## config.mk

```make
export PLATFORM = sky130hd
export DESIGN_NAME = akuma_motion_ctrl
export DESIGN_NICKNAME = d
export VERILOG_FILES = /design/src/rtl/akuma_motion_ctrl.sv
export SDC_FILE = /design/constraint.sdc
export NUM_CORES = 1
export LEC_CHECK = 0
export CAP_MARGIN = 5
export CORE_ASPECT_RATIO = 2
export CORE_MARGIN = 2
export CORE_UTILIZATION = 28
export DETAILED_ROUTE_END_ITERATION = 6
export PLACE_DENSITY = 0.51
export SLEW_MARGIN = 10
export SYNTH_ARGS = -nofsm -noshare
export SYNTH_HDL_FRONTEND = slang
export SYNTH_SLANG_ARGS = --single-unit
export TNS_END_PERCENT = 10
```

## constraint.sdc

```tcl
create_clock -name vga_clk -period 3.8 [get_ports vga_clk]
set_input_delay 0.76 -clock vga_clk [delete_from_list [all_inputs] [get_ports vga_clk]]
set_output_delay 0.76 -clock vga_clk [all_outputs]
set_load 0.05 [all_outputs]
```

## src/rtl/akuma_motion_ctrl.sv

```systemverilog
// Per-frame motion/animation controller for Akuma: state machine, walk/jump position tracking,
// sprite code and attack hitbox flag. All updates happen on vga_clk edges qualified by frame_tick.
module akuma_motion_ctrl #(
   parameter int X_INIT          = 100,
   parameter int GROUND_Y        = 300,
   parameter int X_MIN           = 0,
   parameter int X_MAX           = 560,
   parameter int WALK_STEP       = 2,
   parameter int JUMP_V0         = 12,
   parameter int GRAVITY         = 1,
   parameter int PUNCH_FRAMES    = 12,
   parameter int PUNCH_HIT_START = 4,
   parameter int PUNCH_HIT_END   = 8
) (
   input  logic       vga_clk,
   input  logic       reset_n,
   input  logic       frame_tick,
   input  logic       key_left,
   input  logic       key_right,
   input  logic       key_up,
   input  logic       key_down,
   input  logic       key_punch,
   input  logic       health_zero,
   output logic [2:0] sprite,
   output logic [9:0] AkumaX,
   output logic [9:0] AkumaY,
   output logic       attack_active,
   output logic       airborne
);

   typedef enum logic [2:0] {
      STAND  = 3'd0,
      PUNCH  = 3'd1,
      JUMP   = 3'd2,
      CROUCH = 3'd3,
      WALK_L = 3'd4,
      WALK_R = 3'd5,
      DEAD   = 3'd6,
      JATK   = 3'd7
   } state_t;

   localparam logic signed [11:0] X_MIN_S    = 12'(X_MIN);
   localparam logic signed [11:0] X_MAX_S    = 12'(X_MAX);
   localparam logic signed [11:0] GROUND_S   = 12'(GROUND_Y);
   localparam logic signed [11:0] STEP_S     = 12'(WALK_STEP);
   localparam logic        [9:0]  X_INIT_10  = 10'(X_INIT);
   localparam logic        [9:0]  GROUND_10  = 10'(GROUND_Y);
   localparam logic signed [7:0]  V0_S       = 8'(JUMP_V0);
   localparam logic signed [7:0]  GRAV_S     = 8'(GRAVITY);
   localparam logic        [7:0]  PUNCH_LAST = 8'(PUNCH_FRAMES - 1);
   localparam logic        [7:0]  HIT_START  = 8'(PUNCH_HIT_START);
   localparam logic        [7:0]  HIT_END    = 8'(PUNCH_HIT_END);

   state_t            state_q, state_d;
   logic        [9:0] x_q, x_d;
   logic        [9:0] y_q, y_d;
   logic signed [7:0] vel_q, vel_d;
   logic        [7:0] count_q, count_d;
   logic signed [1:0] drift_q, drift_d;
   logic              air_q, air_d;

   logic signed [11:0] x_ext;
   logic signed [11:0] y_ext;
   logic signed [11:0] vel_ext;
   logic signed [11:0] y_fall;
   logic signed [11:0] drift_step;
   logic               land;
   logic        [9:0]  y_bal;
   logic signed [7:0]  vel_bal;
   logic               air_bal;

   // Saturate a widened X back into the playfield; the 12-bit math keeps
   // steps past either edge from wrapping before the clamp sees them.
   function automatic logic [9:0] clamp_x(input logic signed [11:0] pos);
      logic signed [11:0] lim;
      lim = pos;
      if (pos < X_MIN_S) begin
         lim = X_MIN_S;
      end else if (pos > X_MAX_S) begin
         lim = X_MAX_S;
      end
      return 10'(lim);
   endfunction

   assign x_ext   = {2'b00, x_q};
   assign y_ext   = {2'b00, y_q};
   assign vel_ext = {{4{vel_q[7]}}, vel_q};
   assign y_fall  = y_ext - vel_ext;
   assign land    = (y_fall >= GROUND_S);

   // One frame of ballistics, shared by JUMP, JATK and an airborne DEAD.
   always_comb begin
      y_bal   = y_q;
      vel_bal = vel_q;
      air_bal = air_q;
      if (land) begin
         y_bal   = GROUND_10;
         vel_bal = 8'sd0;
         air_bal = 1'b0;
      end else begin
         y_bal   = 10'(y_fall);
         vel_bal = vel_q - GRAV_S;
         air_bal = 1'b1;
      end
   end

   always_comb begin
      drift_step = 12'sd0;
      case (drift_q)
         2'b01:   drift_step = STEP_S;
         2'b11:   drift_step = -STEP_S;
         default: drift_step = 12'sd0;
      endcase
   end

   always_comb begin
      state_d = state_q;
      x_d     = x_q;
      y_d     = y_q;
      vel_d   = vel_q;
      count_d = count_q;
      drift_d = drift_q;
      air_d   = air_q;
      if (frame_tick) begin
         case (state_q)
            STAND, CROUCH, WALK_L, WALK_R: begin
               if (health_zero) begin
                  state_d = DEAD;
               end else if (key_up) begin
                  state_d = JUMP;
                  vel_d   = V0_S;
                  air_d   = 1'b1;
                  if (key_left ^ key_right) begin
                     drift_d = key_right ? 2'b01 : 2'b11;
                  end else begin
                     drift_d = 2'b00;
                  end
               end else if (key_punch) begin
                  state_d = PUNCH;
                  count_d = 8'd0;
               end else if (key_down) begin
                  state_d = CROUCH;
               end else if (key_left ^ key_right) begin
                  if (key_left) begin
                     state_d = WALK_L;
                     x_d     = clamp_x(x_ext - STEP_S);
                  end else begin
                     state_d = WALK_R;
                     x_d     = clamp_x(x_ext + STEP_S);
                  end
               end else begin
                  state_d = STAND;
               end
            end
            PUNCH: begin
               if (health_zero) begin
                  state_d = DEAD;
               end else if (count_q >= PUNCH_LAST) begin
                  state_d = STAND;
               end else begin
                  count_d = count_q + 8'd1;
               end
            end
            JUMP, JATK: begin
               y_d   = y_bal;
               vel_d = vel_bal;
               air_d = air_bal;
               x_d   = clamp_x(x_ext + drift_step);
               if (health_zero) begin
                  state_d = DEAD;
               end else if (land) begin
                  state_d = STAND;
               end else if ((state_q == JATK) || key_punch) begin
                  state_d = JATK;
               end else begin
                  state_d = JUMP;
               end
            end
            DEAD: begin
               if (air_q) begin
                  y_d   = y_bal;
                  vel_d = vel_bal;
                  air_d = air_bal;
               end
            end
            default: state_d = STAND;
         endcase
      end
   end

   always_ff @(posedge vga_clk) begin
      if (!reset_n) begin
         state_q <= STAND;
         x_q     <= X_INIT_10;
         y_q     <= GROUND_10;
         vel_q   <= 8'sd0;
         count_q <= 8'd0;
         drift_q <= 2'b00;
         air_q   <= 1'b0;
      end else begin
         state_q <= state_d;
         x_q     <= x_d;
         y_q     <= y_d;
         vel_q   <= vel_d;
         count_q <= count_d;
         drift_q <= drift_d;
         air_q   <= air_d;
      end
   end

   assign sprite        = state_q;
   assign AkumaX        = x_q;
   assign AkumaY        = y_q;
   assign airborne      = air_q;
   assign attack_active = (state_q == JATK) ||
                          ((state_q == PUNCH) && (count_q >= HIT_START) && (count_q <= HIT_END));

endmodule

```

Word-level counts from Yosys, hierarchy flattened --
Cells that the tools add are included.
Operators by class: add/sub/neg operators 6, $mul 0, div/mod/pow operators 0, $lt $le $gt $ge 10, equality and inequality tests 20, shift-type cells 0, mux-type cells 47, bitwise gates (word level) 2, reduce and logical (&&, ||, !) cells 19
Operators by type and width (count):
- $mux 10 | 14
- $mux 8 | 9
- $pmux 10 s2 | 2
- $mux 3 | 10
- $pmux 12 s2 | 1
- $pmux 8 s3 | 1
- $lt 11x1->1 const B | 2
- $ne 2x2->1 const B | 10
- $pmux 8 s2 | 1
- $reduce_and 7->1 | 2
- $add 11x12->12 | 1
- $eq 3x3->1 const B | 4
- $ge 12x10->1 const B | 1
- $gt 12x11->1 const B | 1
- $lt 12x1->1 const B | 1
- $sub 11x8->12 | 1
- $add 10x2->11 const B | 1
- $gt 11x10->1 const B | 1
- $gt 11x11->1 const B | 1
- $sub 10x2->11 const B | 1
- $pmux 3 s3 | 1
- $add 8x1->8 const B | 1
- $ge 8x3->1 const B | 1
- $ge 8x4->1 const B | 1
- other kinds (22) | 35
Word-level totals: bits in registers 42, bits in latches 0, memory bits (writable) 0, bits in read-only memories 0, input bits 9, output and inout bits 25, word-level logic and storage cells 111, memories 0

Longest topological paths before layout --
depth in word-level cells 11, depth in mapped cells 13, depth with buffers taken out 12

Least setup slack after synthesis --
OpenSTA, ideal clock, no wires.
path type reg-to-output, from reg state_q[1] (netlist: sprite[1]), to out attack_active, arrival time 2.431 ns, data required time 3.040 ns, slack 0.609 ns, cell stages (with the launch flop) 5, path buffers 2, cell sequence dfxtp_1 clkbuf_1 clkbuf_1 nand2_1 a21boi_0
Between the ends: word-level cells in the longest chain between the ends 4, elaborated cells on any way between the ends 5, those cells by class 2 x eq/ne; 3 x reduce/logical
Ends and longest elaborated chain:
- start: declaration | line 54 | state_t state_q, state_d;
- start signal: assignment | line 201 | state_q <= state_d;
- $eq 3x1->1 | line 216 | ((state_q == PUNCH) && (count_q >= HIT_START) && (count_q <= HIT_END));
- $logic_and 1x1->1 (2 in a row) | line 216
- $logic_or 1x1->1 * | line 215 | assign attack_active = (state_q == JATK) ||
- end: declaration | line 27 | output logic attack_active,
Mark *: on every way between the ends. The rest lies on a longest branch, timed or not.

Worst setup path in the final report --
from reg y_q[0] (netlist: AkumaY[0]), to reg state_q[2] (netlist: sprite[2])
Between the ends: word-level cells in the longest chain between the ends 5
Ends and longest elaborated chain:
- start: declaration | line 56 | logic [9:0] y_q, y_d;
- start signal: assignment | line 203 | y_q <= y_d;
- $sub 11x8->12 | line 88 | assign y_fall = y_ext - vel_ext;
- $ge 12x10->1 | line 89 | assign land = (y_fall >= GROUND_S);
- $mux 3 | line 171 | end else if (land) begin
- $mux 3 | line 169 | if (health_zero) begin
- $pmux 3 s3 | line 125 | case (state_q)
No other way between the ends. A chain may end at the register's enable or synchronous reset.

==> results.toml <==
[clock_network]
numCtsBuffers = 5
hold_buffers = 0
cts-resized-gates = 0
htree_levels = 2
cts_sinks = 41
cts-root-buf = "clkbuf_16"
clk_path_buf_depth = 2
cts_tree = "built"
path_clk_slew_ns = 0.06
clkLatencyLatePin_ns = 0.29
post_cts_buffers = 0

[floorplanning]
rows = 61
die_area_um2 = 15030
io-pin-count = 34
die_h_um = 171.4
start_util_pct = 28.40
core_um2 = 13810
die_w_um = 87.71

[synth]
synth_async_sr_flop_share_pct = 0
yosys_warnings = 0
synth.distinct_cells = 79
ys_ff_latch = 41
synthTopCellsByCount = "52 x nand2_1, 52 x nor2_1, 43 x a21oi_1"
yosysTopAreaCellShare_pct = 20.92
synth_fp_nets = 569
synth_top_area_cell = "dfxtp_1"
synth-edff-count = 0
synth_area_leaders = "dfxtp_1 21%, ha_1 6.4%, a21oi_1 5.5%"
syn-cell-area_um2 = 3924
ys_seq_area_share_pct = 20.92
syn_avg_cell_area_um2 = 7.280
ys.flop_type = "dfxtp_1"
synth_cells = 539

[setup_path]
reg2reg_slack_ns = 0.57
slowest_delay_ns = 0.42
crit_start = "AkumaY[0]"
r2r-end = "sprite[2]"
crit_type = "flop to flop"
worstReg2RegStart = "AkumaY[0]"
r2r_cells = 13
cp_slowest_cell = "fa_1"
end_kind = "flop"
cp.arrival_ns = 3.45
crit_chain = "inv_1, ha_1, inv_1, fa_1, a211oi_2, o21ai_1, a31oi_1, xor2_1, a31oi_2, o311ai_4, buf_4, nand4_1, a31oi_1"
startpoint_type = "flop"
crit_required_ns = 4.02
cp_max_fo = 19
endpoint = "sprite[2]"

[sta]
max_freq_ghz = 0.3094
slew_viol_final = 0
grt_setup_unrepaired = "false"
finClkSkew_ns = 0.005044
finalHoldViolCount = 0
finalCritPeriodShare_pct = 85.07
setup_tns_ns = 0
slew_headroom_pct = 44.61
setup_violations = 0
worstMarginPinSlew_ns = 0.8299
period_needed_ns = 3.233

[layout]
design_area_um2 = 4584
drive_above_1_share_pct = 9.353
n_antenna_cell = 0
syn2layout_area_growth_pct = 16.84
finalNetCount = 586

[worst_hold_path]
hold_class = "flop to flop"

[power]
p_comb_share_pct = 45.2
p_seq_share_pct = 27.7
switching_share_pct = 41.59
clkPwrFrac_pct = 27.1
cell_internal_pwr_mw = 1.048
p_leak_nw = 1.611
cellPowerDensity_nw_per_um2 = 391.6
switchingPower_mw = 0.7466
ir_drop_uv = 296.8

[route]
wl_met1_um = 4369
drt-pass1-iter-count = 5
route.met3.wl_um = 481
drtIter0Drc = 177
vias = 4205
viasPerCell = 5.644
routed.top_layer = "met4"
drt_wl_total_um = 12880
drc_errors = 0
met2_length_um = 7229
routedWlPerCell_um = 17.29
antenna_left = 0

[global_route]
grt_usage_pct = 17.51
grt_pass1_wl_um = 20730
overflow = 0
antenna_found_initial = 0
grt_pass1_vias = 4145
grt_max_degree = 24

[place]
hpwl_um = 9943
dpl_cell_area_um2 = 4424
numPortBuffers = 32
gp_congestion = 0.8823

[flow_run]
drv_cap = 0

[status]
outcome = "finished, final reports clean"
## power groups by stage
stage	Sequential [mW]	Clock, mW	Combinational [mW]
floorplan	0.524	0	0.588
global placement	0.507	0	0.807
detailed placement	0.507	0	0.810
CTS	0.497	0.500	0.813
global route	0.504	0.513	0.890
finish	0.498	0.486	0.811
## metal layers
layer,GRT usage [%],vias up
met2,34.06,150
li1,-,2020
met5,0,-
met4,11.84,0
met1,16.67,1987
met3,1.152,48
## critical path, delay by kind of cell (launching register included)
kind | cells | cell delay [ns]
AOI/OAI and AO/OA | 6 | 1.33
and+or+nand+nor | 1 | 0.20
xor gates and xnor gates | 1 | 0.32
buffers and inverters | 3 | 0.40
DFF | 1 | 0.32
adders and majority gates | 2 | 0.58
## how the worst min path moves through the flow
stage | endpoint | startpoint | slack, ns | cells after the start
after global routing | vel_q[1] | vel_q[1] | 0.47 | 2
after floorplan | vel_q[1] | vel_q[1] | 0.43 | 2
after CTS | vel_q[1] | vel_q[1] | 0.46 | 2
after global placement | vel_q[1] | vel_q[1] | 0.44 | 2
final | vel_q[1] | vel_q[1] | 0.45 | 2
after detailed placement | vel_q[1] | vel_q[1] | 0.45 | 2
## flip-flops by register name, summed over array words and instances, names as in the netlist
signal / cells
AkumaY: 10
AkumaX: 9
count_q: 8
vel_q: 8
sprite: 3
drift_q: 2
airborne: 1
## cells in the final DEF (no fill, tap or decap), drive strengths merged, types with 9 or more instances in the layout
cell type	Yosys	layout
nand2	52	52
nor2	52	52
a21oi	44	44
dfxtp	41	41
o21ai	39	39
clkdlybuf4s50	0	32
nand3	27	27
inv	25	25
ha	20	20
a31oi	18	18
buf	14	16
nor3	16	16
nand4	12	12
xor2	10	10
xnor2	9	9
and3	9	9
## stage by stage
| stage | setup WS, ns | std cells | utilization [%] | hold WS [ns] | total power [mW] |
|---|---|---|---|---|---|
| 3_3_place_gp | 0.4268 | 738 | 32.03 | 0.4412 | 1.314 |
| 3_5_place_dp | 0.3876 | 738 | 32.03 | 0.4467 | 1.317 |
| 5_1_grt | 0.3580 | 745 | 33.19 | 0.4662 | 1.907 |
| 6_report | 0.5675 | 745 | 33.19 | 0.4520 | 1.795 |
| 2_1_floorplan | 0.6093 | 539 | - | 0.4319 | 1.111 |
| 4_1_cts | 0.5528 | 745 | 33.19 | 0.4554 | 1.811 |
## area by class of cell
class	instances	area (um^2)
sequential	41	820.8
fill	1482	9230
multi-input combinational	435	2833
clock inverter	2	35.03
timing repair buffer	48	440.4
tap	189	236.5
clock buffer	5	125.1
inverter	25	93.84
## kinds of logic (layout without fill, tap and decap cells)
group	after synthesis	in the layout	share of synthesized area, %
xor+xnor	19	19	4.241
compound gates	165	165	29.62
buf+inv	63	80	7.015
other cells	1	1	0.09557
simple gates	221	221	29.11
fa+ha+maj	22	22	7.143
mux	7	7	1.849
flops	41	41	20.92
Note: power is estimated with default switching activity, not from simulation.
